## config.mk

```make
export PLATFORM = sky130hd
export DESIGN_NAME = reg_writeback
export DESIGN_NICKNAME = d
export VERILOG_FILES = /design/src/rtl/wb_pkg.sv /design/src/rtl/wb_fifo.sv /design/src/rtl/reg_writeback.sv
export SDC_FILE = /design/constraint.sdc
export NUM_CORES = 2
export LEC_CHECK = 0
export CAP_MARGIN = 30
export CELL_PAD_IN_SITES_DETAIL_PLACEMENT = 0
export CELL_PAD_IN_SITES_GLOBAL_PLACEMENT = 1
export CORE_MARGIN = 3
export CORE_UTILIZATION = 55
export CTS_BUF_LIST = sky130_fd_sc_hd__clkbuf_4
export DETAILED_ROUTE_END_ITERATION = 8
export GPL_ROUTABILITY_DRIVEN = 0
export PLACE_DENSITY = 0.93
export SLEW_MARGIN = 10
export SYNTH_ARGS = -nofsm -noshare
export SYNTH_HDL_FRONTEND = slang
export SYNTH_HIERARCHICAL = 1
export SYNTH_SLANG_ARGS = --single-unit
```

## constraint.sdc

```tcl
create_clock -name CLK -period 9.8 [get_ports CLK]
set_input_delay 1.96 -clock CLK [delete_from_list [all_inputs] [get_ports CLK]]
set_output_delay 1.96 -clock CLK [all_outputs]
set_load 0.005 [all_outputs]
```

## src/rtl/wb_pkg.sv

```systemverilog
// Shared types and constants for the integer writeback stage.
package wb_pkg;

    localparam int XLEN_DEFAULT = 64;
    localparam int REG_IDX_W    = 5;

    localparam logic [REG_IDX_W-1:0] ZERO_REG = 5'd0;

    typedef struct packed {
        logic [REG_IDX_W-1:0]    rd;
        logic [XLEN_DEFAULT-1:0] data;
    } wb_entry_t;

endpackage

```

## src/rtl/wb_fifo.sv

```systemverilog
// In-order result buffer: circular FIFO with count, full/empty flags and a
// per-slot occupancy vector plus slot rd indices for hazard compares.
module wb_fifo
    import wb_pkg::*;
#(
    parameter int  DEPTH   = 2,
    parameter type entry_t = wb_entry_t
) (
    input  logic                             clk_i,
    input  logic                             rst_i,
    input  logic                             push_i,
    input  entry_t                           din_i,
    input  logic                             pop_i,
    output entry_t                           head_o,
    output logic [DEPTH-1:0]                 vis_o,
    output logic [DEPTH-1:0][REG_IDX_W-1:0]  vis_rd_o,
    output logic [$clog2(DEPTH):0]           count_o,
    output logic                             full_o,
    output logic                             empty_o
);

    localparam int PW = $clog2(DEPTH);

    entry_t        mem_q [DEPTH];
    logic [PW-1:0] wr_ptr_q;
    logic [PW-1:0] rd_ptr_q;
    logic [PW:0]   count_q;
    logic [PW:0]   count_d;
    logic          do_push;
    logic          do_pop;

    assign full_o  = (count_q == (PW+1)'(DEPTH));
    assign empty_o = (count_q == '0);
    assign count_o = count_q;
    assign head_o  = mem_q[rd_ptr_q];
    assign do_push = push_i && !full_o;
    assign do_pop  = pop_i && !empty_o;

    always_comb begin
        count_d = count_q;
        if (do_push && !do_pop) begin
            count_d = count_q + (PW+1)'(1);
        end else if (do_pop && !do_push) begin
            count_d = count_q - (PW+1)'(1);
        end
    end

    // A slot is live when its distance from the read pointer is below count.
    always_comb begin
        vis_o    = '0;
        vis_rd_o = '0;
        for (int i = 0; i < DEPTH; i++) begin
            vis_o[i]    = ({1'b0, PW'(i) - rd_ptr_q} < count_q);
            vis_rd_o[i] = mem_q[i].rd;
        end
    end

    always_ff @(posedge clk_i) begin
        if (rst_i) begin
            wr_ptr_q <= '0;
            rd_ptr_q <= '0;
            count_q  <= '0;
        end else begin
            if (do_push) begin
                mem_q[wr_ptr_q] <= din_i;
                wr_ptr_q        <= wr_ptr_q + PW'(1);
            end
            if (do_pop) begin
                rd_ptr_q <= rd_ptr_q + PW'(1);
            end
            count_q <= count_d;
        end
    end

endmodule

```

## src/rtl/reg_writeback.sv

```systemverilog
// Writeback stage: buffers execute results, retires them into the 32-entry
// register file and serves decode reads. WB_BYPASS_EN forwards retiring data.
module reg_writeback
    import wb_pkg::*;
#(
    parameter int XLEN  = XLEN_DEFAULT,
    parameter int DEPTH = 2,
    parameter int CNT_W = 64
) (
    input  logic                     CLK,
    input  logic                     RST,
    input  logic                     in_valid,
    output logic                     in_ready,
    input  logic [4:0]               in_rd,
    input  logic [XLEN-1:0]          in_data,
    input  logic                     wb_stall,
    input  logic [4:0]               rs1_addr,
    input  logic [4:0]               rs2_addr,
    output logic [XLEN-1:0]          rs1_data,
    output logic [XLEN-1:0]          rs2_data,
    output logic                     rs1_pending,
    output logic                     rs2_pending,
    output logic [$clog2(DEPTH):0]   buf_count,
    output logic [CNT_W-1:0]         retire_count
);

    typedef struct packed {
        logic [REG_IDX_W-1:0] rd;
        logic [XLEN-1:0]      data;
    } entry_t;

    entry_t                          in_ent;
    entry_t                          head;
    logic [DEPTH-1:0]                vis;
    logic [DEPTH-1:0][REG_IDX_W-1:0] vis_rd;
    logic                            full;
    logic                            empty;
    logic                            push;
    logic                            retire;
    logic [XLEN-1:0]                 regs_q [32];
    logic [CNT_W-1:0]                retire_cnt_q;
    logic [CNT_W-1:0]                retire_cnt_d;

    // Handshake: a result transfers on any edge where in_valid && in_ready;
    // in_ready comes from the registered count only, so a full buffer refuses
    // a push even in a cycle where it retires.
    assign in_ready = !full;
    assign push     = in_valid && in_ready;
    assign retire   = !empty && !wb_stall;
    assign in_ent   = '{rd: in_rd, data: in_data};

    wb_fifo #(
        .DEPTH   (DEPTH),
        .entry_t (entry_t)
    ) u_fifo (
        .clk_i    (CLK),
        .rst_i    (RST),
        .push_i   (push),
        .din_i    (in_ent),
        .pop_i    (retire),
        .head_o   (head),
        .vis_o    (vis),
        .vis_rd_o (vis_rd),
        .count_o  (buf_count),
        .full_o   (full),
        .empty_o  (empty)
    );

    assign retire_cnt_d = retire_cnt_q + CNT_W'(retire);
    assign retire_count = retire_cnt_q;

    always_ff @(posedge CLK) begin
        if (RST) begin
            for (int i = 0; i < 32; i++) begin
                regs_q[i] <= '0;
            end
            retire_cnt_q <= '0;
        end else begin
            if (retire && head.rd != ZERO_REG) begin
                regs_q[head.rd] <= head.data;
            end
            retire_cnt_q <= retire_cnt_d;
        end
    end

    always_comb begin
        rs1_data = regs_q[rs1_addr];
        rs2_data = regs_q[rs2_addr];
`ifdef WB_BYPASS_EN
        if (retire && head.rd == rs1_addr) begin
            rs1_data = head.data;
        end
        if (retire && head.rd == rs2_addr) begin
            rs2_data = head.data;
        end
`endif
        if (rs1_addr == ZERO_REG) begin
            rs1_data = '0;
        end
        if (rs2_addr == ZERO_REG) begin
            rs2_data = '0;
        end
    end

    always_comb begin
        rs1_pending = 1'b0;
        rs2_pending = 1'b0;
        for (int i = 0; i < DEPTH; i++) begin
            if (vis[i] && vis_rd[i] == rs1_addr && rs1_addr != ZERO_REG) begin
                rs1_pending = 1'b1;
            end
            if (vis[i] && vis_rd[i] == rs2_addr && rs2_addr != ZERO_REG) begin
                rs2_pending = 1'b1;
            end
        end
    end

endmodule
```

* Word level (Yosys, flattened, before mapping)
Memories as Yosys holds them, arrays and structs flattened. A register that Yosys moved wholly into a read port is not among the register bits. Index checks and enable logic that the tools add are counted.
Operators by class: multiplexer cells 21, eq/ne operators 5, add/subtract/negate cells 7, magnitude comparators 2, reductions and logical operators 28
Operator list (number):
- 64-bit two-way mux | 3
- 64-bit by 1-bit adder with 64-bit output | 1
- 64-bit OR reduction | 1
- 5-bit equality test | 4
- 1-bit logical AND | 15
- 1-bit two-way mux | 15
- 5-bit nonzero test | 3
- 5-bit logical NOT | 2
- 1-bit logical NOT | 5
- 5-bit two-way mux | 1
- 1-bit by 2-bit less-than comparator with 1-bit output | 2
- 2-bit two-way mux | 2
- 1-bit adder, second input constant | 2
- 2-bit by 1-bit adder with 2-bit output, second input constant | 1
- 2-bit equality test, second input constant | 1
- 2-bit logical NOT | 1
- 2-bit nonzero test | 1
- 1-bit subtractor, first input constant | 2
- 2-bit by 1-bit subtractor with 2-bit output, second input constant | 1
Word-level totals: RAM bits 2186, memories kept 2, input bits 83, logic and storage cells 69, register bits 68, output and inout port bits 197
Memories:
- regs_q | words 32, bits a word 64, rd ports 2, clocked after memory_dff 0, wr ports 32, line reg_writeback.sv:40 | logic [XLEN-1:0] regs_q [32];
- u_fifo.mem_q | words 2, bits a word 69, rd ports 3, clocked after memory_dff 1, wr ports 1, line wb_fifo.sv:24 | entry_t mem_q [DEPTH];

* Depth between registers and ports, before layout
depth in word-level cells 9, mapped depth 12, mapped depth without buffers 9

* Modules after synthesis
The synthesis kept the hierarchy.
By module, submodules not included:
- reg_writeback | instances 1, cells each 7184, area an instance 111316.8 µm², sequential area each 62780.2 µm²
- wb_fifo | instances 1, cells each 255, area an instance 5302.6 µm², sequential area each 4244.1 µm²

* Worst setup path after synthesis
OpenSTA, ideal clock, no wires.
kind input to register, start input port in_valid, end memory u_fifo/mem_q[1][0] (netlist bit), enable pin, library setup time 596 ps, path buffers 0, data arrival time 7243 ps, path slack 1961 ps, stages on the path 3, data required time 9204 ps, cell sequence nor2b_1 -> nand2b_1 -> nor3b_1
Between the ends: longest elaborated chain between the ends 5
RTL lines:
- from (decl) | line reg_writeback.sv:12 | input logic in_valid,
- 1-bit logical AND | line reg_writeback.sv:48 | assign push = in_valid && in_ready;
- 1-bit logical AND | line wb_fifo.sv:36 | assign do_push = push_i && !full_o;
- 1-bit two-way mux | line wb_fifo.sv:64 | if (do_push) begin
- 1-bit two-way mux | line wb_fifo.sv:59 | if (rst_i) begin
- 1-bit two-way mux (implied by the code) | line wb_fifo.sv:65 | mem_q[wr_ptr_q] <= din_i;
- to (decl) | line wb_fifo.sv:24
Every way passes these cells.

* Worst setup path in the final report
start input port rs2_addr[1], end output port rs2_data[62]
Between the ends: longest elaborated chain between the ends 2, elaborated cells on any way between the ends 3, those cells by class mux (1); reduce/logical (1); memory (1)
RTL lines:
- from (decl) | line reg_writeback.sv:18 | input logic [4:0] rs2_addr,
- memory 32 x 64 bit or 5-bit logical NOT (tied branches)
- 64-bit two-way mux * | line reg_writeback.sv:100 | if (rs2_addr == ZERO_REG) begin
- to (decl) | line reg_writeback.sv:20 | output logic [XLEN-1:0] rs2_data,
Mark *: on every way between the ends. The rest lies on a longest branch, timed or not.

==> results by group <==
Outcome
  • Status: finished, final reports clean

Place
  • Buffers on Ports: 279
  • Post-detail-place hpwl: 212800 µm

Synthesis
  • Synth warn: 6
  • Flops & latches, synth: 2255
  • Synth unique cells: 56
  • Post-synth ARST share: 0%
  • Synth Flop Type: edfxtp_1
  • Cells after synthesis: 7439
  • Cell area after synthesis: 116600 µm²
  • Post-synthesis average cell area: 15.68 µm²
  • Post-synth EDFFs: 2186
  • Sequential share of the synthesized area: 57.47%

Clocking
  • CTS sink cnt: 2255
  • Clock latency on the worst-skew pair: 1.48 ns
  • Worst-path clk slew: 0.06 ns
  • Clock buffer depth: 4
  • Post-CTS setup buffer count: 0
  • Post-CTS sizing: 0
  • Clock root cell: clkbuf_4
  • Number of CTS-inserted buffers: slightly below 600
  • CTS tree: built
  • H-tree depth: 6
  • Cts hold-fix bufs: 0

Pwr
  • Total power per unit cell area: around 170 nW/µm²
  • Total leakage power: 46.97 nW
  • IR Drop Worst-Case VDD: 171.4 µV

Timing
  • Clock skew: between 0.1 and 0.15 ns
  • Minimum clock period: 7.555 ns
  • Final hold viol count: 0
  • Setup TNS: 0 ns
  • RSZ-0062 raised after global routing: no
  • Period Utilization, post-route: 77.09%
  • Worst slew pin tran: 1.137 ns
  • Max Clock Freq: between 0.1 and 0.15 GHz
  • Slew HR: 24.17%
  • Setup violations, final: 0
  • Final Max Tran Viols: 0

Setup path
  • End of the critical path: rs2_data[62]
  • Worst endpoint data arrival time: 5.60 ns
  • WP data required: a little under 8 ns
  • Max FO, Critical Path: 85
  • Worst Setup End Kind: primary output
  • Crit path from: rs2_addr[1]
  • Reg-to-reg slack, setup: approximately 4.5 ns
  • FF-to-FF path depth: 5
  • CP Class: input port to primary output
  • Reg-to-Reg End: regs_q[10][52]$_SDFFCE_PN0P_
  • Crit start category: input port

Route
  • Initial DRC Count: 13.84k
  • Wire length per cell: 35.71 µm
  • Final wirelength: 392600 µm
  • Pre-antenna DRT Iters: 9
  • Post-route ant nets: 0
  • Vias: 77.67k
  • Vias per cell: about 7
  • Remaining DRCs: 0

Layout
  • Fillers: 15.08k
  • Fin nets: 7865
  • Share of cells above drive strength 1: 29.12%
  • Final Util: between 60% and 70%
  • Area delta synth->final: 11.08%

Min path
  • Hold WC Path Type: flop to flop
  • Hold_sp: retire_count[63]$_SDFF_PP0_

Global route
  • Vias in the first global route: around 79k
  • First-pass GRT wire length: 553800 µm
  • Largest net degree at the start of global routing: around 130
  • Gr ovfl total: 0
  • Initial antenna violation count: 41
  • Overall global routing resource usage: 35.94%

Die
  • Die Area: 217600 µm²
  • Core Rows: 168
  • Core Box Area: 210200 µm²
  • DIE HEIGHT: 466.5 µm
  • Initial Util: 55.48%
  • Width of the chip: 466.5 µm
  • I/O Pins: 280

Flow run
  • Maxcap violations: 0
==> power by group <==
part / leakage (nW) / internal (mW) / total (mW) / switching [mW]
clock: 4.25 / 4.17 / 8.17 / 4.00
sequential: 22.9 / 11.0 / 11.2 / 0.228
combinational: 19.8 / 1.19 / 3.12 / 1.93
==> state kept, by name, summed over array words and instances, names as in the netlist, named ones only <==
register	flops
u_fifo/rd_ptr_q	1
retire_count	64
u_fifo/mem_q	138
u_fifo/wr_ptr_q	1
regs_q	2048
u_fifo/count_o	2
==> kinds of logic after synthesis <==
logic type	after synthesis	synth area share (%)
AOI/OAI and AO/OA	404	2.228
xor gates and xnor gates	48	0.3605
adders and majority gates	3	0.03219
buffers and inverters	802	2.866
DFF	2255	57.47
muxes	1520	24.42
other	1	0.003216
and+or+nand+nor	2406	12.62
==> routing by layer <==
layer	GRT usage, %	part of all wire, %	up-vias	routed length [µm]
met4	24.69	7.7	12	30280
met1	44.18	31	38473	122300
met2	53.69	45	7744	176500
li1	-	-	29616	-
met5	0	0.022	-	85
met3	12.59	16	1820	63420
==> worst max-delay path: stages <==
cell and delay [ns]:
buf_8 0.55, buf_12 0.59, buf_4 0.61, mux4_2 0.58, mux2i_1 0.19, o22a_1 0.17, nand3_1 0.24, clkdlybuf4s50_1 0.54
==> cells in the mapped netlist, types with 6 or more instances <==
cell type / number / share of area, %
a21oi_1: 55 / 0.24
a211oi_1: 7 / 0.045
and2_1: 1987 / 11
dfxtp_1: 69 / 1.2
mux2i_1: 361 / 3.1
edfxtp_1: 2186 / 56
buf_1: 50 / 0.16
a21o_1: 56 / 0.36
buf_2: 144 / 0.62
nor4_1: 16 / 0.086
clkbuf_1: 560 / 1.8
and3_1: 8 / 0.043
or2_2: 78 / 0.42
a22oi_1: 18 / 0.12
o221ai_1: 17 / 0.13
mux2_2: 110 / 1.1
o211ai_1: 10 / 0.064
nor2_1: 88 / 0.28
o31ai_1: 13 / 0.084
nand4_1: 23 / 0.12
nand3_1: 40 / 0.17
mux4_2: 1049 / 20
o22ai_1: 146 / 0.78
nor2b_1: 26 / 0.14
or3_1: 32 / 0.17
inv_1: 12 / 0.039
or4_1: 14 / 0.090
buf_4: 30 / 0.19
nor3_1: 6 / 0.026
nand2_1: 61 / 0.20
xnor2_1: 13 / 0.098
o21ai_0: 59 / 0.25
nand2b_1: 9 / 0.048
xor2_1: 35 / 0.26
==> cells in the final DEF (no fill, tap or decap), types with 35 or more instances in the layout <==
| master | instances |
|---|---|
| a21o_1 | 56 |
| a21oi_1 | 55 |
| and2_1 | 1987 |
| buf_4 | 146 |
| clkbuf_4 | 846 |
| clkdlybuf4s50_1 | 268 |
| clkinv_1 | 78 |
| conb_1 | 64 |
| dfxtp_1 | 68 |
| diode_2 | 46 |
| edfxtp_1 | 2186 |
| mux2_2 | 110 |
| mux2i_1 | 361 |
| mux4_2 | 1049 |
| nand2_1 | 58 |
| nand3_1 | 40 |
| nor2_1 | 55 |
| o21ai_0 | 59 |
| o22ai_1 | 146 |
| or2_2 | 47 |
| xor2_1 | 35 |
==> stage by stage <==
step	instances	power, mW	worst slack, ns	hold slack [ns]	instance area, µm²
after floorplan	7502	13.25	1.961	0.4609	116900
after global placement	9957	14.36	2.297	0.4655	121700
after detailed placement	9975	14.48	2.417	0.4771	122100
after CTS	10937	22.47	2.405	0.4904	129200
after global routing	10959	23.20	2.182	0.5339	129500
final	10993	22.53	2.245	0.4828	129500
==> area by class of cell <==
cell class / count / area, µm² / share of cell area, %
repair buffers: 468 / 4918 / 3.797
multi-input cells: 4445 / 46870 / 36.18
clock buffers: 846 / 6351 / 4.903
inverters: 12 / 45.04 / 0.03477
well taps: 2805 / 3510 / 2.709
clock inverters: 116 / 706.9 / 0.5457
diodes: 46 / 115.1 / 0.08886
flip-flops and latches: 2255 / 67030 / 51.74
==> worst min path at each step <==
stage | to | slack, ns | cells after the start
2_1_floorplan | u_fifo/wr_ptr_q$_SDFFE_PP0P_ | 0.46 | 2
3_3_place_gp | retire_count[63]$_SDFF_PP0_ | 0.47 | 2
3_5_place_dp | retire_count[63]$_SDFF_PP0_ | 0.48 | 2
4_1_cts | retire_count[63]$_SDFF_PP0_ | 0.49 | 2
5_1_grt | retire_count[63]$_SDFF_PP0_ | 0.53 | 2
6_report | retire_count[63]$_SDFF_PP0_ | 0.48 | 2
(Power assumes the default switching activity.)
